===== src/rtl/tqvp_prng_fifo.sv =====
// TinyQV peripheral: xoshiro128++ generator feeding a FIFO of precomputed random words.
// Optional build macro PRNG_UO_STREAM_EN streams the FIFO head [31:24] onto uo_out.
module tqvp_prng_fifo #(
    parameter int          FIFO_DEPTH = 4,
    parameter logic [31:0] SEED0      = 32'h1,
    parameter logic [31:0] SEED1      = 32'h2,
    parameter logic [31:0] SEED2      = 32'h3,
    parameter logic [31:0] SEED3      = 32'h4
) (
    input  logic        clk,
    input  logic        rst_n,
    input  logic [7:0]  ui_in,
    output logic [7:0]  uo_out,
    input  logic [5:0]  address,
    input  logic [31:0] data_in,
    input  logic [1:0]  data_write_n,
    input  logic [1:0]  data_read_n,
    output logic [31:0] data_out,
    output logic        data_ready
);
    localparam int AW = (FIFO_DEPTH > 1) ? $clog2(FIFO_DEPTH) : 1;

    localparam logic [5:0] A_RND    = 6'h00;
    localparam logic [5:0] A_S0     = 6'h04;
    localparam logic [5:0] A_S1     = 6'h08;
    localparam logic [5:0] A_S2     = 6'h0C;
    localparam logic [5:0] A_S3     = 6'h10;
    localparam logic [5:0] A_STATUS = 6'h14;
    localparam logic [5:0] A_CTRL   = 6'h18;

    logic [31:0]   s0, s1, s2, s3;
    logic [31:0]   mem [FIFO_DEPTH];
    logic [AW-1:0] wr_ptr, rd_ptr;
    logic [4:0]    level;
    logic          underflow, gen_en, pop_guard;

    wire unused_ui = &{1'b0, ui_in};

    // xoshiro128++ output and next state, purely from current state
    logic [31:0] sum, result, t, n0, n1, n2, n3, n2a, n3a;
    always_comb begin
        sum    = s0 + s3;
        result = {sum[24:0], sum[31:25]} + s0;
        t      = s1 << 9;
        n2a    = s2 ^ s0;
        n3a    = s3 ^ s1;
        n1     = s1 ^ n2a;
        n0     = s0 ^ n3a;
        n2     = n2a ^ t;
        n3     = {n3a[20:0], n3a[31:21]};
    end

    logic empty, full, wr_any, rd_any, rnd_rd, seed_wr, pop, push, stall, uflow_set;
    logic [31:0] status;
    always_comb begin
        empty     = (level == 5'd0);
        full      = (level == 5'(FIFO_DEPTH));
        wr_any    = (data_write_n != 2'b11);
        rd_any    = (data_read_n != 2'b11);
        rnd_rd    = rd_any && (address == A_RND);
        seed_wr   = (data_write_n == 2'b10) &&
                    (address == A_S0 || address == A_S1 || address == A_S2 || address == A_S3);
        pop       = rnd_rd && !pop_guard && !empty;
        stall     = rnd_rd && !pop_guard && empty && gen_en;
        uflow_set = rnd_rd && !pop_guard && empty && !gen_en;
        push      = gen_en && (!full || pop) && !seed_wr;
        status    = {21'd0, underflow, full, empty, 3'd0, level};
    end

    assign data_ready = !stall;

    always_comb begin
        data_out = 32'd0;
        case (address)
            A_RND:    data_out = pop ? mem[rd_ptr] : 32'd0;
            A_STATUS: data_out = status;
            A_CTRL:   data_out = {31'd0, gen_en};
            default:  data_out = 32'd0;
        endcase
    end

`ifdef PRNG_UO_STREAM_EN
    assign uo_out = empty ? 8'd0 : mem[rd_ptr][31:24];
`else
    assign uo_out = 8'd0;
`endif

    always_ff @(posedge clk) begin
        if (rst_n && push)
            mem[wr_ptr] <= result;
    end

    always_ff @(posedge clk) begin
        if (!rst_n) begin
            s0        <= SEED0;
            s1        <= SEED1;
            s2        <= SEED2;
            s3        <= SEED3;
            wr_ptr    <= '0;
            rd_ptr    <= '0;
            level     <= 5'd0;
            underflow <= 1'b0;
            gen_en    <= 1'b1;
            pop_guard <= 1'b0;
        end else begin
            // guard stays up while the host keeps holding the same request
            pop_guard <= pop || (pop_guard && rnd_rd);

            if (uflow_set)
                underflow <= 1'b1;
            else if (wr_any && data_write_n != 2'b00 && address == A_STATUS && data_in[10])
                underflow <= 1'b0;

            if (wr_any && address == A_CTRL)
                gen_en <= data_in[0];

            if (seed_wr) begin
                case (address)
                    A_S0:    s0 <= data_in;
                    A_S1:    s1 <= data_in;
                    A_S2:    s2 <= data_in;
                    default: s3 <= data_in;
                endcase
                wr_ptr <= '0;
                rd_ptr <= '0;
                level  <= 5'd0;
            end else begin
                if (push) begin
                    wr_ptr <= wr_ptr + AW'(1);
                    s0     <= n0;
                    s1     <= n1;
                    s2     <= n2;
                    s3     <= n3;
                end
                if (pop)
                    rd_ptr <= rd_ptr + AW'(1);
                if (push && !pop)
                    level <= level + 5'd1;
                else if (pop && !push)
                    level <= level - 5'd1;
            end
        end
    end
endmodule


===== config.mk =====
export PLATFORM = sky130hd
export DESIGN_NAME = tqvp_prng_fifo
export DESIGN_NICKNAME = d
export VERILOG_FILES = /design/src/rtl/tqvp_prng_fifo.sv
export SDC_FILE = /design/constraint.sdc
export NUM_CORES = 1
export LEC_CHECK = 0
export BUFFER_PORTS_ARGS = -buffer_cell sky130_fd_sc_hd__buf_4
export CORE_MARGIN = 2
export CORE_UTILIZATION = 35
export DETAILED_ROUTE_END_ITERATION = 8
export HOLD_SLACK_MARGIN = 0.12
export PLACE_DENSITY = 0.58
export SLEW_MARGIN = 10
export SYNTH_ARGS = -nofsm -noshare
export SYNTH_HDL_FRONTEND = slang
export SYNTH_SLANG_ARGS = --single-unit

===== constraint.sdc =====
create_clock -name clk -period 9.05 [get_ports clk]
set_clock_uncertainty 0.15 [all_clocks]
set_input_delay 1.81 -clock clk [delete_from_list [all_inputs] [get_ports clk]]
set_output_delay 1.81 -clock clk [all_outputs]
set_load 0.05 [all_outputs]

==> out/summary.md, run 1 <==
The critical path required time was 9190 ps. The effective utilization at floorplan is 35.3%, and the average wire per standard cell is 19.5 um. For this run, the leading register cell type out of synthesis is dfxtp_1.

After technology mapping, the gate count stands at 1651. The maximum frequency from static timing analysis was 0.159 GHz; the count of routing violations after the opening detailed-route iteration was 1011. The logs give 0.0473 mm2 for the die footprint and 45.0 mm for the total wire length. The tools report the kind of start point of the critical path as a flip-flop. Measured against its own limit, the worst slew margin works out to 27.5%. The pre-antenna-repair detailed-routing pass consisted of 6 iterations. Entering global routing, the biggest net connects 115 pins.

Among all stages on the critical path, the largest delay is contributed by xnor2_1. The post-synthesis sequential element count is 270. Setup repair after global routing left no endpoint under its margin. The worst setup path is of the reg -> reg kind. The total area inside the core boundary comes to 0.0452 mm2.

The run gives 0 as the number of pins with negative max-slew slack in the final report. The tools report the number of gates resized after cts as 0. The final instance area is 0.0182 mm2. The signal on the critical path passes through ha_1 -> inv_1 -> fa_1 -> nand2b_1 -> a211oi_1 -> o21ai_0 -> a31oi_1 -> nor3_1 -> o21ai_0 -> nor4b_1 -> a311o_1 -> ha_1 -> nand2_1 -> nor3b_1 -> o31ai_1 -> o31a_1 -> o21ai_0 -> a221o_1 -> a21boi_0 -> xnor2_1. After detailed routing, the number of vias per cell comes to 5.48. The critical path's most frequent cell is o21ai_0. The number of placed instances, taps included, is 2251.

Of the post-synthesis cell area, the dominant cell type holds 24.1%. The via count of the first global-routing pass is 12000. STA classifies the critical path endpoint as a flip-flop.

The half-perimeter wire length after placement is 31.9 mm, and the count of endpoints failing setup in the final report is 0. TritonCTS built the clock tree. The detailed router placed 12600 vias in this run. The area of the mapped netlist was 0.0159 mm2. The post-route netlist has 11.2% of its cells at a drive strength greater than 1.

After clock tree synthesis, the flow added hold-fix buffers numbering 0. The analysis attributes to cell leakage a power of 0.00711 uW. The tools report the clock root buffer as clkbuf_16. In the final timing run, aggregate negative setup slack is 0 ps.

After floorplanning, the core was divided into 78 placement rows. The clock period could shrink to 6310 ps. Final antenna diode count: 0. Routability-driven placement finished with a final weighted congestion of 0.896. The port buffer count is 76.

The logs give 0 for the number of buffers inserted by post-CTS setup repair and 30 for the number of buffers created by CTS. The clock passes through at most 3 buffers. The critical path's largest stage delay is 450 ps. Cells fill 40.2% of the core in the end. Sequential cells were found to cover 41.9% of the synthesized design area. 93 I/O pins were placed. In this run the worst path has a maximum fanout of 5. The all-layer global routing usage was 18.9%.

The total DRC errors in the routed layout is 0, and the initial antenna violation count is 0. The path class of the tightest hold or removal check is reg -> reg. The die is 217 um wide. The tools report the number of warnings reported in the yosys synthesis log as 0. The run gives 0 as the remaining global-route overflow. Each instance of the synthesized netlist takes up on average 9.66 um2. After synthesis, the cell types taking the most area are edfxtp_1, dfxtp_1, ha_1. The tools report the placement-stage cell area as 0.0170 mm2. The slew at the pin with the worst max-slew slack is 1090 ps.

Data on the critical path arrives at its endpoint at 6450 ps. Clock latency reported for the late side of the worst-skew pair: 570 ps. Clock-pin slew was measured on the worst setup and hold paths at 60 ps. The tools report the H-tree level count as 1. The final hold violation count is 0, and the first-pass GRT wire length is 70.3 mm. Setup slack on the worst reg-to-reg path comes out at 2740 ps. Power spread over the standard cell area amounts to 417 mW/mm2. Once detail routing completed, the nets flagged for antenna violations numbered 0. The final critical path takes up 69.7% of the cycle. Relative to the synthesized area, the layout overhead comes to 14.0%. After the last flow step, the layout net total stands at 1810. After filler insertion, the fill cell instance count of the layout stands at 4393.

Across the run, the number of max-cap violations was 0. The flow ran to the end, and the final reports show no timing, DRC or antenna violations. The tree built by TritonCTS fans out to 270 sinks.

The worst supply voltage drop on vdd was 0.181 mV; the proportion of register bits with asynchronous set or reset after synthesis was 0%. edfxtp_1 takes more of the synthesized area than any other cell. Excluding fillers, the count of instances in the completed layout stands at 2307. The count of different cell masters after synthesis was 65. The vertical die dimension is 217 um, and the number of enable-type register cells in the synthesized netlist is 128.
## final timing paths
path,cells past startpoint,endpoint,from
setup reg to reg,20,mem[3][27],s0[0]
hold / removal,2,s2[0],s2[0]
setup / recovery,20,mem[3][27],s0[0]
hold reg to reg,2,s2[0],s2[0]
## worst max-delay path, delay by kind of cell, from the launching register on
family | cells | cell delay [ps]
XOR/XNOR | 1 | 450
AO/OA/AOI/OAI | 10 | 2970
adder cells (fa/ha/maj) | 3 | 1080
buffers and inverters | 1 | 80
flip-flops | 1 | 430
AND/OR/NAND/NOR | 5 | 860
## report_power, final
part	switching, uW	total (uW)	internal (uW)
combinational	2190	3700	1510
clock	510	1390	881
sequential	431	2490	2060
## cells in the final DEF (no fill, tap or decap), types with 32 or more instances in the layout
master,netlist,routed
edfxtp_1,128,128
dfxtp_1,142,141
nor3_1,66,66
nor2b_1,71,71
xnor2_1,97,97
nand2_1,92,92
ha_1,72,72
nor2_1,99,99
a21oi_1,169,169
buf_4,9,92
xor2_1,54,54
mux4_2,32,32
o21ai_0,121,121
and2_1,43,43
and3_1,36,36
## Yosys cell counts, drive strengths merged (17+ instances only)
library cell  count
a21boi           24
edfxtp          128
inv              28
nand2b           18
nand3            20
clkbuf           77
xnor2            97
a21o             28
buf              22
o21ai           121
and2             43
o31ai            17
nand3b           24
xor2             54
a21oi           169
ha               72
nand2            92
o211a            23
o211ai           26
dfxtp           142
nor2b            71
nor3             66
nor2             99
mux4             32
and3             36
## cell families (layout without fill, tap and decap cells)
logic type	Yosys count	count (layout)	synth area share [%]
AO/OA/AOI/OAI	491	491	19.4
XOR/XNOR	151	151	8.29
adder cells (fa/ha/maj)	75	75	6.03
buffers and inverters	127	176	3.32
flip-flops	270	270	41.9
multiplexers	33	33	4.58
other	1	8	0.0235
AND/OR/NAND/NOR	503	503	16.5
## registers in the layout, summed over array words and instances, names as in the netlist, 2 cells and up, named ones only
| register | flops |
|---|---|
| level | 5 |
| wr_ptr | 2 |
| rd_ptr | 2 |
| s2 | 32 |
| s0 | 32 |
| s3 | 32 |
| mem | 128 |
| s1 | 32 |
## routing by layer
layer / vias to the layer above / GRT usage (%) / wire length (um)
met4: 0 / 4.57 / 942
li1: 6122 / - / -
met5: - / 0 / 0
met1: 6162 / 26.5 / 21000
met2: 291 / 31.1 / 20900
met3: 65 / 2.30 / 2180
## stage by stage
step,setup slack [ps],hold slack (ps),total power [uW]
floorplan,3170,309,5140
global placement,2890,320,6080
detailed placement,2820,325,6190
CTS,2790,349,7610
global route,2510,386,8160
finish,2740,346,7590
## cell type report
cell class / count / area [um2] / share of cell area [%]
Multi-Input combinational cell: 1261 / 8810 / 48.4
Sequential cell: 270 / 6690 / 36.8
Clock buffer: 36 / 835 / 4.59
Tap cell: 600 / 751 / 4.13
Timing Repair Buffer: 92 / 691 / 3.80
Clock inverter: 20 / 305 / 1.68
Inverter: 28 / 105 / 0.578
(Power assumes the default switching activity.)
==> inputs of run 2 (changes only) <==
==> constraint.sdc (replaced) <==
create_clock -name clk -period 6.2 [get_ports clk]
set_clock_uncertainty 0.15 [all_clocks]
set_input_delay 1.24 -clock clk [delete_from_list [all_inputs] [get_ports clk]]
set_output_delay 1.24 -clock clk [all_outputs]
set_load 0.05 [all_outputs]
==> run 2 against run 1 <==
Net effect:
- first-iteration DRC count increased by 7.5%
- setup slack got worse by 2400 ps
- sequential power increased by 44%
- flip-flop and latch count unchanged
- sequential share of layout area about the same
- worst hold slack improved by 16 ps
- register-to-register slack got worse by 2400 ps
- utilization about the same
- power increased by 45%
- clock power increased by 35%
- critical path type unchanged
- critical endpoint is now mem[1][31]
==> out/summary.md, run 2 (synthesis results as in run 1) <==
The number of max-cap violations was 0 (unchanged); the via count of the first global-routing pass was 12300 (was 12000). The run gives 19.2% (was 18.9%) as the all-layer global routing usage. The kind of start point of the critical path was a flip-flop (unchanged).

The run finished with clean final reports. Worst hold path class: reg -> reg (unchanged). The run gives 0 (unchanged) as the number of gates resized after cts. Clock root buffer: clkbuf_16 (unchanged). The clock latency reported for the late side of the worst-skew pair was 590 ps (was 570 ps). The run gives 0 (unchanged) as the number of pins with negative max-slew slack in the final report. The number of buffers inserted for hold repair after clock tree synthesis is 0 (unchanged), and the average wire per standard cell is 19.7 um (was 19.5 um). The element type at the critical path end was a flip-flop (unchanged). The die footprint was 0.0473 mm2 (unchanged); the slew at the pin with the worst max-slew slack was 1010 ps (was 1090 ps). The vertical die dimension was 217 um (unchanged); the effective utilization at floorplan was 35.3% (unchanged). The tools report the final estimated routing congestion in global placement as 0.895 (was 0.896). The count of routing violations after the opening detailed-route iteration is 1087 (was 1011). The run gives 0 ps (unchanged) as the aggregate negative setup slack. The logs give 0 (unchanged) for the final hold violation count and 32.8 mm (was 31.9 mm) for the half-perimeter wire length after placement. The logs give 0 (unchanged) for the final antenna diode count and 0.0171 mm2 (was 0.0170 mm2) for the placement-stage cell area. The first-pass GRT wire length was 71.3 mm (was 70.3 mm). The time the final worst path needs with I/O delays and setup works out to 5810 ps (was 6310 ps). The most common cell after layout, fill and taps aside is a21oi_1 (unchanged). The tools report the number of vias after detailed routing as 12800 (was 12600).

The logs give 0 (unchanged) for the remaining global-route overflow and 0 (unchanged) for the post-route antenna net violation count. The area of the core was 0.0452 mm2 (unchanged); the layout cell share with drive strength beyond 1 was 11.8% (was 11.2%). Most used cells in the layout excluding fill and tap cells: a21oi_1, dfxtp_1, edfxtp_1 (unchanged). TritonCTS built the clock tree. The share of the core filled with cells was 40.3% (was 40.2%); the number of buffers created by CTS was 31 (was 30). The arrival time at the worst endpoint is 6010 ps (was 6450 ps).

The initial antenna violation count is 0 (unchanged). The total wire length was 45.7 mm (was 45.0 mm). The number of ports placed on the die boundary is 93 (unchanged), and the port buffer count is 76 (unchanged). The logs give 0.0182 mm2 (about the same) for the final instance area and 0 (unchanged) for the total DRC errors in the routed layout. The count of endpoints failing setup in the final report is 0 (unchanged).

The run gives 96 (was 115) as the largest net degree at the start of global routing. The number of rows created at floorplan is 78 (unchanged), and the width of the die is 217 um (unchanged). The number of sinks driven by the clock tree was 270 (unchanged); the clock edge transition at the registers on the reported setup and hold paths was 60 ps (about the same).

The ratio of routed vias to standard cells is 5.53 (was 5.48), and the maximum frequency from static timing analysis is 0.172 GHz (was 0.159 GHz). The logs give 3 (unchanged) for the largest buffer count on any clock path and 0.259 mV (was 0.181 mV) for the worst supply voltage drop on vdd. The logs give 1824 (was 1810) for the number of nets at the end of the flow and 0.00715 uW (was 0.00711 uW) for the cell leakage power. Type of the worst setup path: reg -> reg (unchanged).

The number of buffers inserted by post-CTS setup repair is 0 (unchanged), and the final critical-path share of the clock period is 93.7% (was 69.7%). The flip-flop count of the largest register after layout came out at 128 (unchanged). The largest fanout on the critical path was 5 (unchanged); the layout overhead on the synthesized area was 14.1% (was 14.0%).

The power density over the cells was 605 mW/mm2 (was 417 mW/mm2). The register-to-register setup slack was 390 ps (was 2740 ps); the first-pass iteration count of the detailed router was 5 (was 6). The run gives 1 (unchanged) as the H-tree level count. The critical path required time came out at 6410 ps (was 9190 ps).

The register containing the most flip-flops in the final layout is mem (unchanged). Remaining max-slew budget at the tightest pin: 32.7% (was 27.5%).
run 2: cell count changes in the layout (fill, tap and decap cells not counted), sizes merged:
| cell | delta |
|---|---|
| buf | +13 |
| bufinv | -4 |
| clkbuf | +5 |
| clkinv | +1 |
| clkinvlp | -1 |
| inv | +1 |
run 2: final cells by class:
type / instances / area [um2]
fill: 4442 / 27000
multi-input combinational: 1261 / 8820
sequential: 270 / 6690
clock buffer: 41 / 837
timing repair buffer: 105 / 788
tap: 600 / 751
clock inverter: 17 / 206
inverter: 28 / 105
run 2: power breakdown:
group	switching [uW]	internal (uW)	leakage [uW]	total (uW)
registers	572	3010	0.00235	3590
clock network	751	1120	0.000516	1870
logic	3290	2260	0.00427	5540
run 2: worst max-delay path: stages (launching register included):
cell and delay (ps):
dfxtp_1 420, ha_1 320, inv_1 90, fa_1 400, nand2b_1 170, a211oi_1 260, o21ai_0 220, a31oi_1 300
nor3_1 160, o21ai_0 290, nor4b_1 100, a311o_1 350, ha_1 350, nand2_1 110, nor3b_1 290, o31ai_1 190
o31a_1 350, o21ai_1 310, a221o_1 300, a21oi_1 110, xnor2_1 340
run 2: final timing paths:
check | cells past startpoint | endpoint | from
max reg2reg | 20 | mem[1][31] | s0[0]
min reg2reg | 2 | s2[1] | s2[1]
min | 2 | s2[1] | s2[1]
max | 20 | mem[1][31] | s0[0]
run 2: per-stage QoR:
stage          hold slack, ps  worst slack, ps  instances  power, uW
2_1_floorplan             309             1400       1658       7510
3_3_place_gp              325              334       2264       8950
3_5_place_dp              349              283       2264       9100
4_1_cts                   364              243       2322      11000
5_1_grt                   383            -15.9       2322      11800
6_report                  362              393       2322      11000
run 2: routing by layer:
metal / track usage [%] / wire, um / vias up
met5: 0 / 0 / -
met4: 5.64 / 1210 / 0
met3: 2.02 / 2230 / 59
met2: 30.8 / 20900 / 305
met1: 27.4 / 21400 / 6333
li1: - / - / 6137
==> inputs of run 3 (changes only) <==
--- a/config.mk
+++ b/config.mk
@@ -5,12 +5,14 @@
 export SDC_FILE = /design/constraint.sdc
 export NUM_CORES = 1
 export LEC_CHECK = 0
+export ABC_AREA = 1
 export BUFFER_PORTS_ARGS = -buffer_cell sky130_fd_sc_hd__buf_4
 export CORE_MARGIN = 2
 export CORE_UTILIZATION = 35
 export DETAILED_ROUTE_END_ITERATION = 8
 export HOLD_SLACK_MARGIN = 0.12
 export PLACE_DENSITY = 0.58
+export RECOVER_POWER = 25
 export SLEW_MARGIN = 10
 export SYNTH_ARGS = -nofsm -noshare
 export SYNTH_HDL_FRONTEND = slang
==> run 3 against run 2 <==
Net effect:
- the run now ends with capacitance limit left
- clock power rose by 3%
- critical path depth shrank 10
- maximum frequency grew 12%
- global-route usage rose by 1.7 points
- power grew 1.6%
- worst hold slack lost 46 ps
- final cell count is 38% higher
- via count rose by 23%
- critical endpoint is now s3[30]
- largest cell class unchanged
==> out/summary.md, run 3 <==
Vertical die dimension: 229 um (was 217 um). For the number of gates resized after cts, the log shows 0 (unchanged). The commonest register cell after synthesis is dfxtp_1 (unchanged). The remaining max-slew budget at the tightest pin is 0.0350% (was 32.7%).

The run gives 35.3% (about the same) as the effective utilization at floorplan. The run finished, with violations left. The largest net degree at the start of global routing came out at 94 (was 96). The clock edge transition at the registers on the reported setup and hold paths was 60 ps (about the same). Cell types with the largest area share after synthesis: edfxtp_1, dfxtp_1, nand2_1 (was edfxtp_1, dfxtp_1, ha_1). For the initial antenna violation count, the log shows 0 (unchanged). For the first-pass GRT wire length, the log shows 86.6 mm (was 71.3 mm). The run gives 17.2% (was 17.0%) as the power share of the clock group.

The number of buffers inserted by post-CTS setup repair came out at 0 (unchanged). The die footprint was 0.0522 mm2 (was 0.0473 mm2); the final critical-path share of the clock period was 83.8% (was 93.7%). For the total DRC errors in the routed layout, the log shows 0 (unchanged). The switching power summed over all nets is 5010 uW (was 4610 uW), and the all-layer global routing usage is 20.9% (was 19.2%). The run gives 30 (was 31) as the number of buffers created by CTS.

The H-tree level count is 1 (unchanged). The final instance area was 0.0198 mm2 (was 0.0182 mm2). The tools report the launch point of the worst reg-to-reg path as s0[0] (unchanged). The run gives 1022 (was 1087) as the count of routing violations after the opening detailed-route iteration. Post-synthesis sequential element count: 270 (unchanged). The checks that failed: capacitance limit.

The half-perimeter wire length after placement is 39.8 mm (was 32.8 mm), and the final hold violation count is 0 (unchanged). TritonCTS built the clock tree. The critical path required time is 6510 ps (was 6410 ps). The register containing the most flip-flops in the final layout was mem (unchanged). The tools report the number of filler cells placed in the layout as 5240 (was 4442). The port buffer count works out to 76 (unchanged). For the via count of the first global-routing pass, the log shows 15300 (was 12300).

Layout overhead on the synthesized area: 12.1% (was 14.1%). The switching share of power came out at 44.9% (was 41.9%). The run gives 3206 (was 2322) as the final non-filler cell total. The ratio of routed vias to standard cells came out at 4.93 (was 5.53). The placement-stage cell area came out at 0.0188 mm2 (was 0.0171 mm2).

The logs give 45 (was 65) for the count of different cell masters after synthesis and 5 (unchanged) for the first-pass iteration count of the detailed router. The worst hold path class was reg -> reg (unchanged). The clock root buffer was clkbuf_16 (unchanged). The logs give 0 ps (unchanged) for the aggregate negative setup slack and 6150 uW (was 6390 uW) for the internal power. The run gives 0 (unchanged) as the count of endpoints failing setup in the final report.

Time the final worst path needs with I/O delays and setup: 5200 ps (was 5810 ps). The number of vias after detailed routing is 15800 (was 12800). The largest buffer count on any clock path is 3 (unchanged), and the sequential area share after synthesis is 37.9% (was 41.9%). The total wire length is 54.9 mm (was 45.7 mm), and the share of power burned in registers is 31.6% (was 32.6%). The kind of start point of the critical path is a primary input (was a flip-flop).

The type of the worst setup path is in -> reg (was reg -> reg). The post-route antenna net violation count is 0 (unchanged). Remaining global-route overflow: 0 (unchanged). The run gives 3150 (was 2264) as the placed cell count. The run gives 580 ps (was 590 ps) as the clock latency reported for the late side of the worst-skew pair. The tools report the final antenna diode count as 0 (unchanged). The element type at the critical path end is a flip-flop (unchanged). The largest fanout on the critical path is 75 (was 5). For the gate count after technology mapping, the log shows 2476 (was 1651).

The area of the core is 0.0500 mm2 (was 0.0452 mm2). The number of enable-type register cells in the synthesized netlist works out to 128 (unchanged). The area of the mapped netlist was 0.0176 mm2 (was 0.0159 mm2); the arrival time at the worst endpoint was 5510 ps (was 6010 ps).

The final estimated routing congestion in global placement is 0.898 (was 0.895). For the cell leakage power, the log shows 0.00950 uW (was 0.00715 uW). The run gives 0.251 mV (was 0.259 mV) as the worst supply voltage drop on vdd. Number of max-cap violations: 1 (was 0). The flip-flop count of the largest register after layout was 128 (unchanged).

The number of warnings reported in the yosys synthesis log came out at 0 (unchanged). The proportion of register bits with asynchronous set or reset after synthesis is 0% (unchanged). The cell type contributing the most total cell area after synthesis was edfxtp_1 (unchanged). The relative contribution of combinational cells to total power was 51.3% (was 50.4%).

The most instantiated library cell after synthesis is nand2_1 (was a21oi_1). The number of rows created at floorplan is 82 (was 78), and the layout cell share with drive strength beyond 1 is 6.43% (was 11.8%). The portion of synthesized cell area occupied by the leading cell type works out to 21.8% (was 24.1%).

The most common cell after layout, fill and taps aside was nand2_1 (was a21oi_1). List of most frequent post-synthesis cells: nand2_1, nor2_1, inv_1 (was a21oi_1, dfxtp_1, edfxtp_1). The number of sinks driven by the clock tree came out at 270 (unchanged). The number of buffers inserted for hold repair after clock tree synthesis came out at 0 (unchanged). The slew at the pin with the worst max-slew slack is 1500 ps (was 1010 ps).

The tools report the worst min-delay path startpoint as rd_ptr[1] (was s2[1]). For the number of pins with negative max-slew slack in the final report, the log shows 0 (unchanged). The launching instance or port of the critical path was address[3] (was s0[0]). Setup repair after global routing left no endpoint under its margin.

The average instance area after synthesis is 7.13 um2 (was 9.66 um2). The maximum frequency from static timing analysis came out at 0.192 GHz (was 0.172 GHz). The number of nets at the end of the flow is 2637 (was 1824).

The width of the die was 229 um (was 217 um). The power after layout was 11200 uW (was 11000 uW). Most used cells in the layout excluding fill and tap cells: nand2_1, nor2_1, inv_1 (was a21oi_1, dfxtp_1, edfxtp_1). The power density over the cells is 565 mW/mm2 (was 605 mW/mm2). The tools report the number of ports placed on the die boundary as 93 (unchanged). The average wire per standard cell was 17.1 um (was 19.7 um).
-- run 3: cell type report --
class / count / area [um2] / share of cell area, %
timing repair buffer: 95 / 706 / 3.57
tap: 672 / 841 / 4.25
inverter: 215 / 807 / 4.08
sequential: 270 / 6690 / 33.8
clock buffer: 39 / 846 / 4.28
multi-input combinational: 1898 / 9660 / 48.9
clock inverter: 17 / 224 / 1.13
-- run 3: critical path, cell delays in order --
cell	delay [ps]
clkbuf_1	110
o211ai_1	230
nand2_1	520
nand2_4	210
buf_4	600
nand3_1	820
nand2_1	960
inv_2	490
nor2_1	210
nor2_1	60
-- run 3: per-stage QoR --
| step | util (%) | hold WS, ps | worst slack [ps] |
|---|---|---|---|
| 5_1_grt | 39.6 | 348 | 576 |
| 2_1_floorplan | - | 286 | 1820 |
| 4_1_cts | 39.7 | 323 | 1340 |
| 3_5_place_dp | 37.5 | 314 | 1350 |
| 6_report | 39.6 | 316 | 1000 |
| 3_3_place_gp | 37.5 | 298 | 1350 |
-- run 3: cell families (layout without fill, tap and decap cells) --
kind of cell    count (synthesis)  after routing  share of synthesized area, %
other cells                     1              8                        0.0213
simple gates                 1308           1308                          30.5
xor+xnor                      186            186                          9.23
fa+ha+maj                      75             75                          5.45
compound gates                321            321                          9.55
buf+inv                       315            366                          7.34
flops                         270            270                          37.9
-- run 3: final timing paths --
| kind | slack, ps | to | cells past startpoint |
|---|---|---|---|
| setup reg to reg | 1650 | mem[1][23] | 23 |
| hold reg to reg | 320 | rd_ptr[1] | 2 |
| hold / removal | 320 | rd_ptr[1] | 2 |
| setup / recovery | 1000 | s3[30] | 10 |
-- run 3: power groups by stage --
stage               registers (uW)  logic [uW]  clock network (uW)
finish                        3520        5730                1920
global route                  3590        6580                2030
CTS                           3510        5740                1950
detailed placement            3550        5700                   0
global placement              3530        5600                   0
floorplan                     3320        4320                   0
-- run 3: metal layers --
| layer | global-route usage (%) | up-vias | part of all wire (%) |
|---|---|---|---|
| li1 | - | 8026 | - |
| met1 | 27.4 | 7349 | 45 |
| met2 | 35.4 | 353 | 47 |
| met3 | 2.94 | 90 | 4.7 |
| met4 | 7.01 | 0 | 3.6 |
| met5 | 0 | - | 0 |
